**src/rtl/mips_pkg.sv**
```systemverilog
// rtl/mips_pkg.sv - shared types and defaults for the fetch stage
// Purpose: fetch FSM state encoding, instruction width, reset PC / NOP defaults.
// Ports: none (package).
package mips_pkg;

  localparam int INSTR_W = 32;

  localparam logic [INSTR_W-1:0] RESET_PC_DEFAULT  = 32'h0000_0000;
  localparam logic [INSTR_W-1:0] NOP_INSTR_DEFAULT = 32'h0000_0000;

  typedef enum logic [1:0] {
    BOOT  = 2'd0,
    FETCH = 2'd1,
    HOLD  = 2'd2,
    DROP  = 2'd3
  } fetch_state_e;

endpackage

```
**src/rtl/pc_next_sel.sv**
```systemverilog
// rtl/pc_next_sel.sv - redirect/target select with alignment masking and PC+4
// Purpose: combinational next-PC helpers for the fetch stage.
// Ports:
//   i_pcsrc, i_branch_target : taken branch and its target
//   i_jump, i_jump_target    : jump and its target (wins over branch)
//   i_pc                     : current PC
//   o_redirect               : jump | branch
//   o_target                 : selected target, word aligned
//   o_pc_plus4               : i_pc + 4, modulo 2^32
module pc_next_sel
  import mips_pkg::*;
(
  input  logic               i_pcsrc,
  input  logic [INSTR_W-1:0] i_branch_target,
  input  logic               i_jump,
  input  logic [INSTR_W-1:0] i_jump_target,
  input  logic [INSTR_W-1:0] i_pc,
  output logic               o_redirect,
  output logic [INSTR_W-1:0] o_target,
  output logic [INSTR_W-1:0] o_pc_plus4
);

  logic [INSTR_W-1:0] w_raw_target;

  assign o_redirect   = i_jump | i_pcsrc;
  assign w_raw_target = i_jump ? i_jump_target : i_branch_target;
  assign o_target     = {w_raw_target[INSTR_W-1:2], 2'b00};
  assign o_pc_plus4   = i_pc + 32'd4;

endmodule

```
**src/rtl/fetch_stage.sv**
```systemverilog
// rtl/fetch_stage.sv - instruction fetch stage feeding the IF/ID register
// Purpose: holds the PC, issues req/ack reads to instruction memory, hands
//   each word plus its PC+4 to IF/ID, honours stall/flush and redirects, and
//   discards fetches made stale by a redirect.
// Ports:
//   CLK, RST                   : clock, synchronous active-high reset
//   StallF                     : IF/ID not accepting this cycle
//   PCSrcD/PCBranchD           : branch taken / target
//   JumpD/PCJumpD              : jump / target
//   imem_req/imem_addr         : memory request and address (= PC)
//   imem_ack/imem_rdata        : memory completion and data
//   instrF/PCPlus4F/validF     : instruction, its PC+4, and qualifier
//   FlushD                     : clear IF/ID on redirect
module fetch_stage
  import mips_pkg::*;
#(
  parameter logic [INSTR_W-1:0] RESET_PC  = RESET_PC_DEFAULT,
  parameter logic [INSTR_W-1:0] NOP_INSTR = NOP_INSTR_DEFAULT
) (
  input  logic               CLK,
  input  logic               RST,
  input  logic               StallF,
  input  logic               PCSrcD,
  input  logic [INSTR_W-1:0] PCBranchD,
  input  logic               JumpD,
  input  logic [INSTR_W-1:0] PCJumpD,
  output logic               imem_req,
  output logic [INSTR_W-1:0] imem_addr,
  input  logic               imem_ack,
  input  logic [INSTR_W-1:0] imem_rdata,
  output logic [INSTR_W-1:0] instrF,
  output logic [INSTR_W-1:0] PCPlus4F,
  output logic               validF,
  output logic               FlushD
);

  fetch_state_e       r_state;
  logic [INSTR_W-1:0] r_pc;
  logic [INSTR_W-1:0] r_pending;
  logic [INSTR_W-1:0] r_hold;

  fetch_state_e       w_state_nxt;
  logic [INSTR_W-1:0] w_pc_nxt;
  logic [INSTR_W-1:0] w_pending_nxt;
  logic [INSTR_W-1:0] w_hold_nxt;
  logic               w_req;
  logic               w_valid;
  logic               w_use_hold;

  logic               w_redirect;
  logic [INSTR_W-1:0] w_target;
  logic [INSTR_W-1:0] w_pc_plus4;

  pc_next_sel u_pc_next_sel (
    .i_pcsrc         (PCSrcD),
    .i_branch_target (PCBranchD),
    .i_jump          (JumpD),
    .i_jump_target   (PCJumpD),
    .i_pc            (r_pc),
    .o_redirect      (w_redirect),
    .o_target        (w_target),
    .o_pc_plus4      (w_pc_plus4)
  );

  always_ff @(posedge CLK) begin
    if (RST) begin
      r_state   <= BOOT;
      r_pc      <= RESET_PC;
      r_pending <= '0;
      r_hold    <= NOP_INSTR;
    end else begin
      r_state   <= w_state_nxt;
      r_pc      <= w_pc_nxt;
      r_pending <= w_pending_nxt;
      r_hold    <= w_hold_nxt;
    end
  end

  always_comb begin
    w_state_nxt   = r_state;
    w_pc_nxt      = r_pc;
    w_pending_nxt = r_pending;
    w_hold_nxt    = r_hold;
    w_req         = 1'b0;
    w_valid       = 1'b0;
    w_use_hold    = 1'b0;
    case (r_state)
      BOOT: begin
        if (w_redirect) w_pc_nxt = w_target;
        w_state_nxt = FETCH;
      end
      FETCH: begin
        w_req = 1'b1;
        if (imem_ack) begin
          if (w_redirect) begin
            w_pc_nxt = w_target;
          end else if (!StallF) begin
            w_valid  = 1'b1;
            w_pc_nxt = w_pc_plus4;
          end else begin
            // IF/ID is full: park the word and drop the request until it drains.
            w_hold_nxt  = imem_rdata;
            w_state_nxt = HOLD;
          end
        end else if (w_redirect) begin
          // Request must stay up at the old PC until the memory completes it.
          w_pending_nxt = w_target;
          w_state_nxt   = DROP;
        end
      end
      HOLD: begin
        w_use_hold = 1'b1;
        if (w_redirect) begin
          w_pc_nxt    = w_target;
          w_state_nxt = FETCH;
        end else if (!StallF) begin
          w_valid     = 1'b1;
          w_pc_nxt    = w_pc_plus4;
          w_state_nxt = FETCH;
        end
      end
      DROP: begin
        w_req = 1'b1;
        if (imem_ack) begin
          w_pc_nxt    = w_redirect ? w_target : r_pending;
          w_state_nxt = FETCH;
        end else if (w_redirect) begin
          w_pending_nxt = w_target;
        end
      end
      default: w_state_nxt = BOOT;
    endcase
  end

  // Reset masks the handshake outputs combinationally so an outstanding
  // request is abandoned in the reset cycle itself.
  assign imem_req  = w_req & ~RST;
  assign validF    = w_valid & ~RST;
  assign FlushD    = w_redirect & ~RST & (r_state != BOOT);
  assign imem_addr = r_pc;
  assign instrF    = validF ? (w_use_hold ? r_hold : imem_rdata) : NOP_INSTR;
  assign PCPlus4F  = RST ? (RESET_PC + 32'd4) : w_pc_plus4;

endmodule

```
**config.mk**
```make
export PLATFORM = sky130hd
export DESIGN_NAME = fetch_stage
export DESIGN_NICKNAME = d
export VERILOG_FILES = /design/src/rtl/mips_pkg.sv /design/src/rtl/pc_next_sel.sv /design/src/rtl/fetch_stage.sv
export SDC_FILE = /design/constraint.sdc
export NUM_CORES = 1
export LEC_CHECK = 0
export ABC_AREA = 1
export ABC_CLOCK_PERIOD_IN_PS = 2800
export BUFFER_PORTS_ARGS = -buffer_cell sky130_fd_sc_hd__clkbuf_2
export CAP_MARGIN = 10
export CELL_PAD_IN_SITES_DETAIL_PLACEMENT = 0
export CELL_PAD_IN_SITES_GLOBAL_PLACEMENT = 1
export CORE_MARGIN = 5
export CORE_UTILIZATION = 25
export CTS_BUF_LIST = sky130_fd_sc_hd__clkbuf_2 sky130_fd_sc_hd__clkbuf_4 sky130_fd_sc_hd__clkbuf_8
export DETAILED_ROUTE_END_ITERATION = 8
export PLACE_DENSITY = 0.64
export SLEW_MARGIN = 20
export SYNTH_ARGS = -nofsm -noshare
export SYNTH_HDL_FRONTEND = slang
export SYNTH_SLANG_ARGS = --single-unit
```
**constraint.sdc**
```tcl
create_clock -name CLK -period 2.8 [get_ports CLK]
set_input_delay 0.14 -clock CLK [delete_from_list [all_inputs] [get_ports CLK]]
set_output_delay 0.14 -clock CLK [all_outputs]
set_load 0.03 [all_outputs]
```
# Word level (Yosys, flattened, before mapping)
# Index checks and enable logic that the tools add are counted.
# word_totals
reg_bits	98
word_cells	55
output_inout_bits	99
inputBits	102
# op_classes
add_sub_neg	1
reduce_logical	7
eq_ne	10
n_mux	25
n_bitwise	8
# op_table
operator	n
$mux W32	10
$pmux W32 S4	1
$add A32 B3 Y32 const B	1
$mux W2	7
$ne A3 B3 Y1 const B	4
$pmux W2 S4	1
$ne A2 B2 Y1 const B	3
$mux W1	5
$reduce_and A5 Y1	1
$and A1 B1 Y1	4
$eq A2 B2 Y1 const B	2
$reduce_and A4 Y1	1
$not A1 Y1	3
$reduce_and A3 Y1	1
$eq A2 B1 Y1 const B	1
$logic_not A2 Y1	1
$pmux W1 S2	1
$reduce_and A2 Y1	1
$reduce_bool A2 Y1	1
$reduce_or A2 Y1	1
$or A1 B1 Y1	1

# Depth between registers and ports, before layout
# logic_depth
depth_word	6
depth_mapped	13
ltp_nobuf	13

# Hierarchy
# A second synthesis with hierarchy kept.
# unflattened
hier_cells	1279
hier_area_um2	7058.0
# by_module_without_submodules
mod	area_each_um2	seq_area_each_um2	cells_per_inst	instances
fetch_stage	5780.5	1961.9	1007	1
pc_next_sel	1277.5	0.0	272	1

# Worst setup path before layout
# Ideal clock, no wire load.
# synth_path
kind	flip-flop to output port
startpoint	register r_state[0]
endpoint	output port instrF[10]
t_required_ns	2.660
path_slack_ns	0.181
stages_incl_launch_ff	9
arrival_ns	2.479
path_buffers	2
path_cell_list	dfxtp_1 > inv_1 > ha_1 > buf_2 > nand2_4 > nor4_2 > inv_2 > clkbuf_1 > a21oi_1
# synth_between
elab_chain_cells	4
word_cells_on_any_way	7
cone_classes	eq/ne (2); mux (4); bitwise (1)
# synth_lines
item	line	text
start: declaration	fetch_stage.sv:37	fetch_state_e r_state;
start signal: assignment	fetch_stage.sv:72	r_state <= w_state_nxt;
$eq A2 B2 Y1 / $eq A2 B1 Y1 (equally long branches)	fetch_stage.sv:87	case (r_state)
$pmux W1 S2 *	fetch_stage.sv:87	
$and A1 B1 Y1 *	fetch_stage.sv:138	assign validF = w_valid & ~RST;
named net validF	fetch_stage.sv:33	output logic validF,
$mux W32 *	fetch_stage.sv:141	assign instrF = validF ? (w_use_hold ? r_hold : imem_rdata) : NOP_INSTR;
end: declaration	fetch_stage.sv:31	output logic [INSTR_W-1:0] instrF,
# Mark *: on every way through the listed nets, which the timed path passes. The rest lies on a longest branch.

# Final worst setup path
# layout_path
startpoint	register r_state[0]
endpoint	output port instrF[30]
# layout_between
elab_chain_cells	4
word_cells_on_any_way	7
cone_classes	eq/ne (2); mux (4); bitwise (1)
# layout_lines
item	line
$eq A2 B2 Y1 / $eq A2 B1 Y1 (equally long branches)	fetch_stage.sv:87
$pmux W1 S2 / $mux W1 (equally long branches)	fetch_stage.sv:87
$and A1 B1 Y1 / $mux W32 (equally long branches)	fetch_stage.sv:138, fetch_stage.sv:141
$mux W32 *	fetch_stage.sv:141
# Every way passes the cells marked *; elsewhere a longest branch is shown, timed or not.

==> metrics.md <==
| Metric | Value |
|---|---|
| Die area | `29,100 sq um` |
| Routed WL | `25,900 um` |
| Most common cell in the netlist | `nand2_1` |
| Final Hold Viols | `0` |
| Vias in the first global route | `7,208` |
| Worst-Skew Late Latency | `390 ps` |
| FFs w/ async S/R, synth | `0` |
| Detailed Route Iter0 Violations | `519` |
| Total congestion overflow | `0` |
| RSZ-0062 raised after global routing | `false` |
| Initial antenna violation count | `0` |
| # setup viols final | `0` |
| Critical Path Start | `r_state[0]` |
| Post-CTS Setup Inserts | `0` |
| Ant diodes | `0` |
| Dpl hpwl | `18,800 um` |
| Util after Layout | `0.322` |
| FP Rows | `58` |
| Remaining antenna violation count after routing | `0` |
| Max-slew violation count | `0` |
| Worst r2r src | `r_state[0]` |
| Hold_ws | `31.0 ps` |
| Clock tree sinks | `98` |
| Area share of the largest cell type after synthesis | `0.304` |
| DRT Pass-1 Iters | `6` |
| Cells on worst reg2reg path | `10` |
| Largest cells by area after synthesis | `dfxtp_1 30%, nand2_1 25%, a21oi_1 11%` |
| Post-route DRC | `0` |
| CTS H-Tree Depth | `3` |
| Min-delay worst type | `primary input to register` |
| Capture point of the worst reg-to-reg path | `imem_addr[15]` |
| Worst R2R Setup Slack | `660 ps` |
| Cts hold-fix bufs | `24` |
| Pin count of the biggest net entering global routing | `49` |
| Vias per std cell | `4.71` |
| Starting Density | `0.255` |
| Area delta synth->final | `26.2%` |
| Yosys reg bits | `98` |
| Area share of fa/ha/maj cells after synthesis | `0.0116` |
| Max Cap Viol | `0` |
| Syn Area/Cell | `5.88 sq um` |
| Crit path arrival time | `2400 ps` |
| Final min period | `2540 ps` |
| Main combinational cell family by area after synthesis | `simple AND/OR/NAND/NOR gates` |
| CP Data Required Time | `2660 ps` |
| Die X | `171 um` |
| Max Freq | `393 MHz` |
| Multiplexer area fraction after synthesis | `0.00155` |
| CP Class | `register to output pin` |
| EDFF count, synth | `0` |
| PD cells | `537 nW/um^2` |
| Post-synth top cells | `422 x nand2_1, 145 x a21oi_1, 102 x nor2_1, 98 x dfxtp_1` |
| Wirelength per Cell | `16.0 um` |
| IO Count | `201` |
| Core ar. | `25,300 sq um` |
| Synth Net Count | `1,204` |
| Fin Clk Skew | `13.7 ps` |
| PortBufs | `196` |
| Clock-pin slew of the registers on the worst-case setup and hold paths | `110 ps` |
| Share of cells above drive strength 1 | `0.200` |
| Synth warn | `0` |
| Post-Synth Simple-Gate Area | `0.382` |
| Number of buffers created by CTS | `9` |
| CTS tree | `done` |
| CTS Root Cell | `clkbuf_8` |
| Synthesized area | `6450 sq um` |
| Post-synthesis compound-gate area fraction | `0.187` |
| Total negative setup slack | `0 ps` |
| Post_cts resized | `0` |
| Chip height | `171 um` |
| Syn Inst Count | `1,096` |
| Maximum vdd drop | `0.000232 V` |
| Tcrit/Tclk final | `0.908` |
| Hold Crit Endpoint | `r_hold[9]` |
| Synth Area in XOR/XNOR | `0.0231` |
| Sequential-to-total area share from yosys stat | `0.304` |
| Post-synth cell types | `37` |
| Clock Path Buffers | `2` |
| Global-route wire length before repair | `40,400 um` |
| Final nets | `1,386` |
| Status | `completed` |
| Crit path max fanout | `32` |
| Worst setup SP type | `register` |
| Leakage power | `3.58 nW` |
| Synth area leader | `dfxtp_1` |
| RePlAce Congestion | `0.826` |
| Worst Max-Slew Pin Slew | `824 ps` |
| Worst hold stages | `3` |
| Vias | `7,592` |
| Slew HR | `0.450` |
| Critical Path End Type | `output pin` |
| GRT Overall Usage | `0.173` |
| Hold_sp | `imem_rdata[9]` |
| Synth Flop Type | `dfxtp_1` |
==> state kept, by name, indices dropped and copies added (netlist names) <==
register / cells
imem_addr: 32
r_hold: 32
r_pending: 32
r_state: 2
==> metrics by stage <==
stage	instance area [sq um]	total power, mW	std cells	setup WS [ps]
floorplan	6450	2.81	1096	181
global placement	7690	3.41	1573	696
detailed placement	7690	3.41	1573	674
CTS	8130	4.43	1613	225
global route	8130	4.67	1613	32.3
finish	8130	4.37	1613	259
==> cell usage in the layout (no fill, tap or decap), types with 2 or more instances in the layout <==
master	count
a211oi_1	9
a21oi_1	145
a221oi_1	6
a31oi_1	15
and2_1	2
buf_4	22
clkbuf_2	195
clkbuf_8	9
clkinv_1	2
dfxtp_1	98
dlygate4sd3_1	24
ha_1	6
inv_1	63
inv_2	6
inv_6	3
inv_8	3
nand2_1	422
nand2_2	3
nand3_1	62
nand3_2	3
nand3b_1	3
nor2_1	102
nor2_2	4
nor2_4	3
nor3_1	5
o2111ai_1	4
o211ai_1	3
o21ai_0	34
o21ai_1	2
xnor2_1	13
xor2_1	4
==> layout make-up <==
class                           count  area, sq um
Fill cell                        2946        17100
Multi-Input combinational cell    857         3910
Timing Repair Buffer              241         1380
Tap cell                          330          413
Clock inverter                      7         76.3
Clock buffer                        9          124
Sequential cell                    98         1960
Inverter                           71          267
==> worst max-delay path by stage <==
stage          cells after the start  slack, ps    endpoint
5_1_grt                            7         30  instrF[30]
4_1_cts                            7        230   instrF[3]
2_1_floorplan                      8        180  instrF[10]
3_5_place_dp                       7        670   instrF[3]
6_report                           7        260  instrF[30]
3_3_place_gp                       7        700   instrF[3]
==> logic make-up after synthesis <==
family,after synthesis
adder cells (fa/ha/maj),6
XOR/XNOR,17
AND/OR/NAND/NOR,612
buffers and inverters,141
AO/OA/AOI/OAI,221
multiplexers,1
flip-flops,98
==> critical path, cell delays in order, from the launching register on <==
cell,delay (ps)
dfxtp_1,380
inv_1,110
ha_1,350
nand2_4,70
nor4_2,300
inv_2,290
a21oi_1,260
clkbuf_2,240
==> per-layer routing <==
| metal | up-vias | GRT usage | wire (um) |
|---|---|---|---|
| met5 | - | 0 | 0 |
| met4 | 0 | 0.0333 | 267 |
| met3 | 14 | 0.0319 | 1580 |
| met2 | 221 | 0.277 | 11700 |
| met1 | 3474 | 0.246 | 12400 |
| li1 | 3883 | - | - |
==> report_power, final <==
group          switching, mW  leakage, nW  internal (mW)
logic                   1.18         2.68          0.519
registers              0.184        0.799           1.52
clock network          0.610        0.103          0.360
Note: power is estimated with default switching activity, not from simulation.
